<file path="src/rtl/i2s_pkg.sv">
// Shared defaults and state encoding for the ESP32 I2S receiver.
package i2s_pkg;
   localparam int SAMPLE_W_DEF = 24;
   localparam int MIN_SLOT_DEF = 24;

   typedef enum logic [1:0] {
      IDLE,
      SHIFT,
      HOLD
   } state_t;
endpackage

</file>
<file path="src/rtl/i2s_sync.sv">
// Two-flop synchronizers for BCK/LRCK/DATA plus a one-cycle strobe on each
// synchronized BCK rising edge; LRCK and DATA come from the same stage as the strobe.
module i2s_sync (
   input  logic clk,
   input  logic rst,
   input  logic bck_pin,
   input  logic lrck_pin,
   input  logic data_pin,
   output logic strobe,
   output logic lrck,
   output logic data
);
   logic [1:0] bck_ff;
   logic [1:0] lrck_ff;
   logic [1:0] data_ff;
   logic       bck_dly;

   always_ff @(posedge clk) begin
      if (rst) begin
         bck_ff  <= '0;
         lrck_ff <= '0;
         data_ff <= '0;
         bck_dly <= 1'b0;
      end else begin
         bck_ff  <= {bck_ff[0], bck_pin};
         lrck_ff <= {lrck_ff[0], lrck_pin};
         data_ff <= {data_ff[0], data_pin};
         bck_dly <= bck_ff[1];
      end
   end

   assign strobe = bck_ff[1] & ~bck_dly;
   assign lrck   = lrck_ff[1];
   assign data   = data_ff[1];
endmodule

</file>
<file path="src/rtl/i2s_rx_esp32.sv">
// Standard-I2S receiver for an ESP32 master: captures SAMPLE_W MSB-first bits per
// slot, publishes L/R as a pair with a one-cycle valid, flags slots shorter than MIN_SLOT.
module i2s_rx_esp32
   import i2s_pkg::*;
#(
   parameter int SAMPLE_W = SAMPLE_W_DEF,
   parameter int MIN_SLOT = MIN_SLOT_DEF
) (
   input  logic                clk,
   input  logic                rst,
   input  logic                BCK_ESP32,
   input  logic                LRCK_ESP32,
   input  logic                DATA_ESP32,
   output logic [SAMPLE_W-1:0] SAMPLE_L,
   output logic [SAMPLE_W-1:0] SAMPLE_R,
   output logic                SAMPLE_VALID,
   output logic                FRAME_ERR
);
   localparam int            CW       = $clog2(MIN_SLOT + 1);
   localparam logic [CW-1:0] CNT_SAT  = CW'(MIN_SLOT);
   localparam logic [CW-1:0] CNT_FULL = CW'(SAMPLE_W);

   state_t              state, state_nxt;
   logic [CW-1:0]       cnt, cnt_nxt, cnt_inc;
   logic [SAMPLE_W-1:0] shreg, shreg_nxt;
   logic [SAMPLE_W-1:0] hold_l, hold_l_nxt;
   logic [SAMPLE_W-1:0] shifted;
   logic                right, right_nxt;
   logic                lrck_prev;
   logic                strobe, lrck, data, lr_edge;
   logic                out_load, err_nxt;

   i2s_sync u_sync (
      .clk      (clk),
      .rst      (rst),
      .bck_pin  (BCK_ESP32),
      .lrck_pin (LRCK_ESP32),
      .data_pin (DATA_ESP32),
      .strobe   (strobe),
      .lrck     (lrck),
      .data     (data)
   );

   assign lr_edge = strobe & (lrck ^ lrck_prev);
   assign cnt_inc = (cnt == CNT_SAT) ? cnt : cnt + 1'b1;
   assign shifted = {shreg[SAMPLE_W-2:0], data};

   // The DATA bit seen on an LRCK-change strobe is still the last bit of the old
   // slot (one-bit I2S delay), so it is counted/shifted before the slot is judged.
   always_comb begin
      state_nxt  = state;
      cnt_nxt    = cnt;
      shreg_nxt  = shreg;
      hold_l_nxt = hold_l;
      right_nxt  = right;
      out_load   = 1'b0;
      err_nxt    = 1'b0;
      if (strobe) begin
         case (state)
            IDLE: begin
               if (lr_edge && !lrck) begin
                  state_nxt = SHIFT;
                  right_nxt = 1'b0;
                  cnt_nxt   = '0;
                  shreg_nxt = '0;
               end
            end
            SHIFT, HOLD: begin
               cnt_nxt = cnt_inc;
               if (state == SHIFT) begin
                  shreg_nxt = shifted;
                  if (cnt_inc == CNT_FULL) begin
                     state_nxt = HOLD;
                     if (right) out_load = 1'b1;
                     else       hold_l_nxt = shifted;
                  end
               end
               if (lr_edge) begin
                  cnt_nxt = '0;
                  if (cnt_inc < CNT_SAT) begin
                     err_nxt   = 1'b1;
                     out_load  = 1'b0;
                     state_nxt = IDLE;
                  end else begin
                     state_nxt = SHIFT;
                     right_nxt = lrck;
                  end
               end
            end
            default: state_nxt = IDLE;
         endcase
      end
   end

   always_ff @(posedge clk) begin
      if (rst) begin
         state        <= IDLE;
         cnt          <= '0;
         shreg        <= '0;
         hold_l       <= '0;
         right        <= 1'b0;
         lrck_prev    <= 1'b0;
         SAMPLE_L     <= '0;
         SAMPLE_R     <= '0;
         SAMPLE_VALID <= 1'b0;
         FRAME_ERR    <= 1'b0;
      end else begin
         state        <= state_nxt;
         cnt          <= cnt_nxt;
         shreg        <= shreg_nxt;
         hold_l       <= hold_l_nxt;
         right        <= right_nxt;
         SAMPLE_VALID <= out_load;
         FRAME_ERR    <= err_nxt;
         if (strobe) lrck_prev <= lrck;
         if (out_load) begin
            SAMPLE_L <= hold_l;
            SAMPLE_R <= shifted;
         end
      end
   end
endmodule
</file>
<file path="config.mk">
export PLATFORM = sky130hd
export DESIGN_NAME = i2s_rx_esp32
export DESIGN_NICKNAME = d
export VERILOG_FILES = /design/src/rtl/i2s_pkg.sv /design/src/rtl/i2s_sync.sv /design/src/rtl/i2s_rx_esp32.sv
export SDC_FILE = /design/constraint.sdc
export NUM_CORES = 1
export LEC_CHECK = 0
export CAP_MARGIN = 20
export CELL_PAD_IN_SITES_DETAIL_PLACEMENT = 1
export CELL_PAD_IN_SITES_GLOBAL_PLACEMENT = 1
export CORE_AREA = 10 10 122 124
export DETAILED_ROUTE_END_ITERATION = 8
export DIE_AREA = 0 0 132 134
export GPL_TIMING_DRIVEN = 0
export PLACE_DENSITY = 0.8
export SYNTH_ARGS = -nofsm -noshare
export SYNTH_HDL_FRONTEND = slang
export SYNTH_HIERARCHICAL = 1
export SYNTH_SLANG_ARGS = --single-unit
</file>
<file path="constraint.sdc">
create_clock -name clk -period 2.15 [get_ports clk]
set_input_delay 0.43 -clock clk [delete_from_list [all_inputs] [get_ports clk]]
set_output_delay 0.43 -clock clk [all_outputs]
set_load 0.02 [all_outputs]
</file>
==> impl_metrics.yaml, run 1 <==
run_status:
  status: "complete, but fails checks"
  violations: "negative setup slack"
synthesis:
  synthArstFlopShare_pct: 0
  synthDistinctLibCells: 39
  yosysTopAreaCell: "dfxtp_1"
  synthFlopType: "dfxtp_1"
  muxShareOfSynthArea_pct: 0.473
  syn_nets: 543
  netlist_area_sq_um: 4490
  synth_top_family_by_area: "compound AO/OA/AOI/OAI gates"
  yosys.area_share.simple_pct: 17.5
  synth-edff-count: 0
  synth-compound-area-share_pct: 23.2
  synth_fa_ha_area_share_pct: 1.39
  synthCells: 533
  netlist_top_cells_count: "dfxtp_1, a21oi_1, nand3_1, o21ai_0, clkbuf_1"
  yosys_warnings: 6
  ys_ff_latch: 113
  synth_area_leaders: "dfxtp_1, a21oi_1, nand3_1"
  synth_most_common_cell: "dfxtp_1"
  yosysSeqAreaShare_pct: 50.3
  syn_area_per_cell_sq_um: 8.43
  synth_top_area_share_pct: 50.3
  synth_xor_area_share_pct: 0.585
worst_setup_path:
  cp_max_fo: 10
  crit_path_start_kind: "flop"
  worstPathRequired_ns: 2.49
  cp_cell_sequence: "inv_1 > ha_1 > inv_1 > a2111o_1 > a2111oi_4 > buf_6 > buf_6 > nand3_1 > a21oi_1"
  cp-end-kind: "flop"
  crit_slowest_cell: "a2111o_1"
  worst-path-buf-inv: 4
  path_class: "flop to flop"
  critPathMaxStageDelay_ns: 0.52
  critical-path-top-delay-family: "compound AO/OA/AOI/OAI gates"
  arrival_ns: 2.88
layout:
  final_area_sq_um: 7200
  nNetsFinal: 642
  drive_gt1_share_pct: 36.1
  final_util_pct: 57.8
  syn2layout_area_growth_pct: 60.3
  fill_cells: 1310
  diodes: 0
cts:
  path_clk_slew_ns: 0.06
  htreeDepth: 4
  cts_buffer_depth: 2
  cts_tree: "done"
  holdBufCountCts: 0
  cts_buffers: 17
  cts-root-buf: "clkbuf_16"
  clock_latency_ns: 0.44
  numClockSinks: 113
sta:
  fin_crit_sh_pct: 118
  min_period_ns: 2.54
  tightest_slew_ns: 0.978
  maxSlewHeadroom_pct: 34.8
  tns_ns: -20.79
  setup_violations: 94
  rsz0062_at_grt: "yes"
  hold_viol: 0
  clock.fmax_mhz: 394
  slew_viol_final: 0
  fin_worst_skew_ns: 0.0124
  setup_slack_ns: -0.387
grt:
  grt_usage_pct: 18.3
  overflow: 0
  grt_pass1_wl_um: 25700
  grt_antenna_before_repair: 0
  grt_start_max_net_pins: 17
  grt_pass1_vias: 4833
drt:
  route.detailed.drc: 0
  num_vias: 4935
  wl_per_cell_um: 26.2
  drt_pass1_iterations: 5
  vias_per_cell: 6.04
  ant_nets: 0
  drtIter0Drc: 411
  wl_um: 21400
floorplan:
  dieWidth_um: 132
  dieArea_sq_um: 17700
  core_area_sq_um: 12500
  die-height_um: 134
  io_pins: 55
  start_util_pct: 36.0
  rows: 41
power:
  cellPowerDensity_nw_per_um2: 739
  p_leak_nw: 2.19
  ir_drop_v: 0.000628
placed_design:
  port_buffers: 54
  post-dp-hpwl_um: 10000
  gp_congestion: 0.818
  place_ws_ns: -0.616
  placed_cell_area_sq_um: 5250
worst_hold_path:
  hold_class: "flop to flop"
flow_run:
  cap_violations: 0
[repair_timing]
item / in CTS / in global routing
buffers inserted: 10 / 6
cloned: 9 / 4
setup endpoints to repair: 97 / 90
pin swaps: 7 / 45
resized for setup: 87 / 209
[path summary, 6_finish.rpt]
path         slack, ns          from  cells past startpoint      endpoint
min               0.46  SAMPLE_L[19]                      2  SAMPLE_L[19]
max              -0.39      state[1]                      9     hold_l[9]
min reg2reg       0.46  SAMPLE_L[19]                      2  SAMPLE_L[19]
max reg2reg      -0.39      state[1]                      9     hold_l[9]
[layout by cell type, fill, tap and decap left out, types with 3 or more instances in the layout]
master,n
dfxtp_1,109
nand3_1,67
a21oi_1,62
clkdlybuf4s50_1,54
a21oi_2,40
o21ai_2,34
nand2_1,30
clkbuf_16,21
o21ai_4,19
clkbuf_1,18
buf_8,16
nand3_4,16
o21ai_1,16
nand3_2,15
buf_4,11
buf_6,10
nor2b_1,9
clkbuf_2,7
o21ai_0,7
nor2_1,7
buf_2,6
clkbuf_8,6
inv_1,5
clkinv_2,5
bufinv_16,4
ha_4,3
[layer usage]
layer	share of wire, %	GRT usage (%)
met2	50	31.9
met5	0	0
met1	38	20.0
met4	5.3	8.53
met3	6.6	5.38
[report_power, final]
| part | total [mW] | switching, mW | internal (mW) |
|---|---|---|---|
| Combinational | 0.0804 | 0.0625 | 0.0179 |
| Clock | 3.14 | 1.08 | 2.05 |
| Sequential | 2.10 | 0.00414 | 2.10 |
[cell type report]
cell class,count,area [sq um],share of cell area (%)
Multi-Input combinational cell,363,2800,38.9
Sequential cell,113,2270,31.5
Timing Repair Buffer,79,867,12.0
Clock buffer,22,484,6.72
Buffer,51,380,5.28
Tap cell,172,215,2.99
Clock inverter,10,154,2.14
Inverter,7,28.8,0.400
[registers in the layout, indices dropped and copies added, names as in the netlist]
register and count:
u_sync/data_ff 2, SAMPLE_L 24, u_sync/bck_dly 1, SAMPLE_R 24
lrck_prev 1, right 1, u_sync/lrck_ff 2, u_sync/bck_ff 2
FRAME_ERR 1, SAMPLE_VALID 1, shreg 23, state 2
cnt 5, hold_l 24
[kinds of logic (layout without fill, tap and decap cells)]
kind of cell,after synthesis,after routing
XOR/XNOR,3,3
multiplexers,2,2
AO/OA/AOI/OAI,193,195
flip-flops,113,113
buffers and inverters,59,169
adder cells (fa/ha/maj),5,5
AND/OR/NAND/NOR,158,158
[worst register-to-register path: cells and delay by family (launching register included)]
family / cells / cell delay [ns]
flip-flops: 1 / 0.35
buffers and inverters: 4 / 0.65
AND/OR/NAND/NOR: 1 / 0.13
AO/OA/AOI/OAI: 3 / 1.09
adder cells (fa/ha/maj): 1 / 0.23
[per-stage QoR]
step	std cells	total power, mW	hold slack, ns
floorplan	533	2.18	0.414
global placement	759	2.21	0.418
detailed placement	759	2.21	0.435
CTS	809	5.24	0.447
global route	817	5.43	0.471
finish	817	5.32	0.464
No activity file was read; power rests on OpenSTA's default activity.
==> inputs of run 2 (changes only) <==
--- a/config.mk
+++ b/config.mk
@@ -11,8 +11,9 @@
 export CORE_AREA = 10 10 122 124
 export DETAILED_ROUTE_END_ITERATION = 8
 export DIE_AREA = 0 0 132 134
-export GPL_TIMING_DRIVEN = 0
-export PLACE_DENSITY = 0.8
+export GPL_TIMING_DRIVEN = 1
+export PLACE_DENSITY_LB_ADDON = 0.1
+export SETUP_SLACK_MARGIN = 0.2
 export SYNTH_ARGS = -nofsm -noshare
 export SYNTH_HDL_FRONTEND = slang
 export SYNTH_HIERARCHICAL = 1
==> run 2 against run 1 <==
The run still ends with negative setup slack left. Register-to-register slack better by 0.29 ns. Maximum frequency up 13%. Clock power shrank 18%. Worst setup slack gained 0.29 ns. Count of clock-buffer cells in the layout grew 3. Global-route usage decreased by 3.8 points. Wire length fell by 38%. Sequential share of layout area is 5.6 points higher. Critical path type unchanged. Critical endpoint is now SAMPLE_R[4].
==> impl_metrics.yaml, run 2 (same netlist as run 1, synthesis figures left out) <==
power:
  p_leak_nw: 1.94
  ir_drop_v: 0.000437
  cellPowerDensity_nw_per_um2: 774
  finalPower_mw: 4.73
drt:
  drt_pass1_iterations: 4
  wl_per_cell_um: 17.1
  num_vias: 4101
  drtIter0Drc: 278
  wl_um: 13200
  route.detailed.drc: 0
  vias_per_cell: 5.31
  ant_nets: 0
cts:
  clock_latency_ns: 0.42
  path_clk_slew_ns: 0.05
  cts-root-buf: "clkbuf_16"
  holdBufCountCts: 0
  htreeDepth: 4
  cts_tree: "done"
  numClockSinks: 113
  cts_buffer_depth: 2
  cts_buffers: 17
layout:
  layout_commonest_cell: "dfxtp_1"
  final_area_sq_um: 6110
  syn2layout_area_growth_pct: 36.0
  fill_cells: 1435
  reg_top3: "SAMPLE_L (24), SAMPLE_R (24), hold_l (24)"
  nNetsFinal: 598
  diodes: 0
  final_cell_mix: "dfxtp_1, a21oi_1, nand3_1"
  drive_gt1_share_pct: 17.0
floorplan:
  start_util_pct: 36.0
  rows: 41
  die-height_um: 134
  core_area_sq_um: 12500
  io_pins: 55
  dieArea_sq_um: 17700
  dieWidth_um: 132
sta:
  slew_viol_final: 0
  setup_violations: 53
  hold_viol: 0
  rsz0062_at_grt: "yes"
  fin_worst_skew_ns: 0.00798
  tns_ns: -1.49
  fin_crit_sh_pct: 105
  whs_ns: 0.438
  min_period_ns: 2.25
  clock.fmax_mhz: 445
  tightest_slew_ns: 0.800
  setup_slack_ns: -0.0984
  maxSlewHeadroom_pct: 46.7
grt:
  gr-usage-met3_pct: 5.19
  grt_pass1_vias: 4161
  use_met2_pct: 21.3
  overflow: 0
  grt-busiest-layer: "met2"
  grt_use_met1_pct: 18.7
  grt_usage_pct: 14.5
  grt_start_max_net_pins: 74
  grt_pass1_wl_um: 21100
  grt_antenna_before_repair: 0
flow_run:
  cap_violations: 0
worst_setup_path:
  crit_path_start_kind: "flop"
  cp_cell_sequence: "inv_1 > ha_1 > inv_1 > a2111o_1 > a2111o_2 > buf_12 > o21ai_0 > a21oi_1"
  critPathMaxStageDelay_ns: 0.45
  r2r_cells: 8
  cp_max_fo: 73
  cp-end-kind: "flop"
  arrival_ns: 2.51
  worstPathRequired_ns: 2.41
  path_class: "flop to flop"
  rr_endpoint: "SAMPLE_R[4]"
  rrSetupSlack_ns: -0.1
  reg2reg_from: "state[1]"
  worst-path-buf-inv: 3
  critical-path-top-delay-family: "compound AO/OA/AOI/OAI gates"
  crit_slowest_cell: "a2111o_1"
  crit_path_frequent_cell: "inv_1"
placed_design:
  post-dp-hpwl_um: 7980
  port_buffers: 54
  placed_cell_area_sq_um: 5290
  gp_congestion: 0.779
worst_hold_path:
  holdPathEnd: "u_sync/bck_ff[1]"
  hold_class: "flop to flop"
  hold_path_depth: 1
  hold_start: "u_sync/bck_ff[0]"
run_status:
  violations: "negative setup slack"
  status: "complete, but fails checks"
-- run 2: cell type report --
type	count	area, sq um	share of cell area [%]
sequential	113	2270	37.2
multi-input combinational	361	2100	34.4
timing repair buffer	88	956	15.6
clock buffer	25	475	7.78
tap	172	215	3.52
clock inverter	6	56.3	0.921
inverter	7	31.3	0.512
-- run 2: worst max-delay path by stage --
stage	cells past startpoint	end	from
3_3_place_gp	8	hold_l[10]	cnt[0]
4_1_cts	8	SAMPLE_L[18]	cnt[0]
5_1_grt	8	SAMPLE_R[4]	state[1]
2_1_floorplan	8	hold_l[10]	cnt[0]
3_5_place_dp	8	SAMPLE_L[19]	cnt[0]
6_report	8	SAMPLE_R[4]	state[1]
-- run 2: what timing repair did --
item	in CTS	in global routing
pin swaps	3	6
buffers inserted	5	3
setup endpoints to repair	73	99
hold endpoints to repair	0	0
gates resized for setup	6	50
cloned	1	2
-- run 2: report_power, final --
part / internal (mW) / total [mW] / switching (mW)
clock: 1.63 / 2.57 / 0.935
sequential: 2.10 / 2.10 / 0.00282
combinational: 0.0169 / 0.0605 / 0.0435
total: 3.75 / 4.73 / 0.981
-- run 2: through the flow --
step	utilization (%)	cells	setup slack (ns)
2_1_floorplan	-	533	0.0801
3_3_place_gp	42.4	730	0.0312
3_5_place_dp	42.4	730	-0.0606
4_1_cts	47.2	767	-0.0404
5_1_grt	49.0	772	-0.176
6_report	49.0	772	-0.0984
-- run 2: layer usage --
metal / wire, um / vias up
met1: 6530 / 2003
met5: 0 / -
met4: 219 / 0
met2: 5850 / 70
met3: 623 / 19
li1: - / 2009
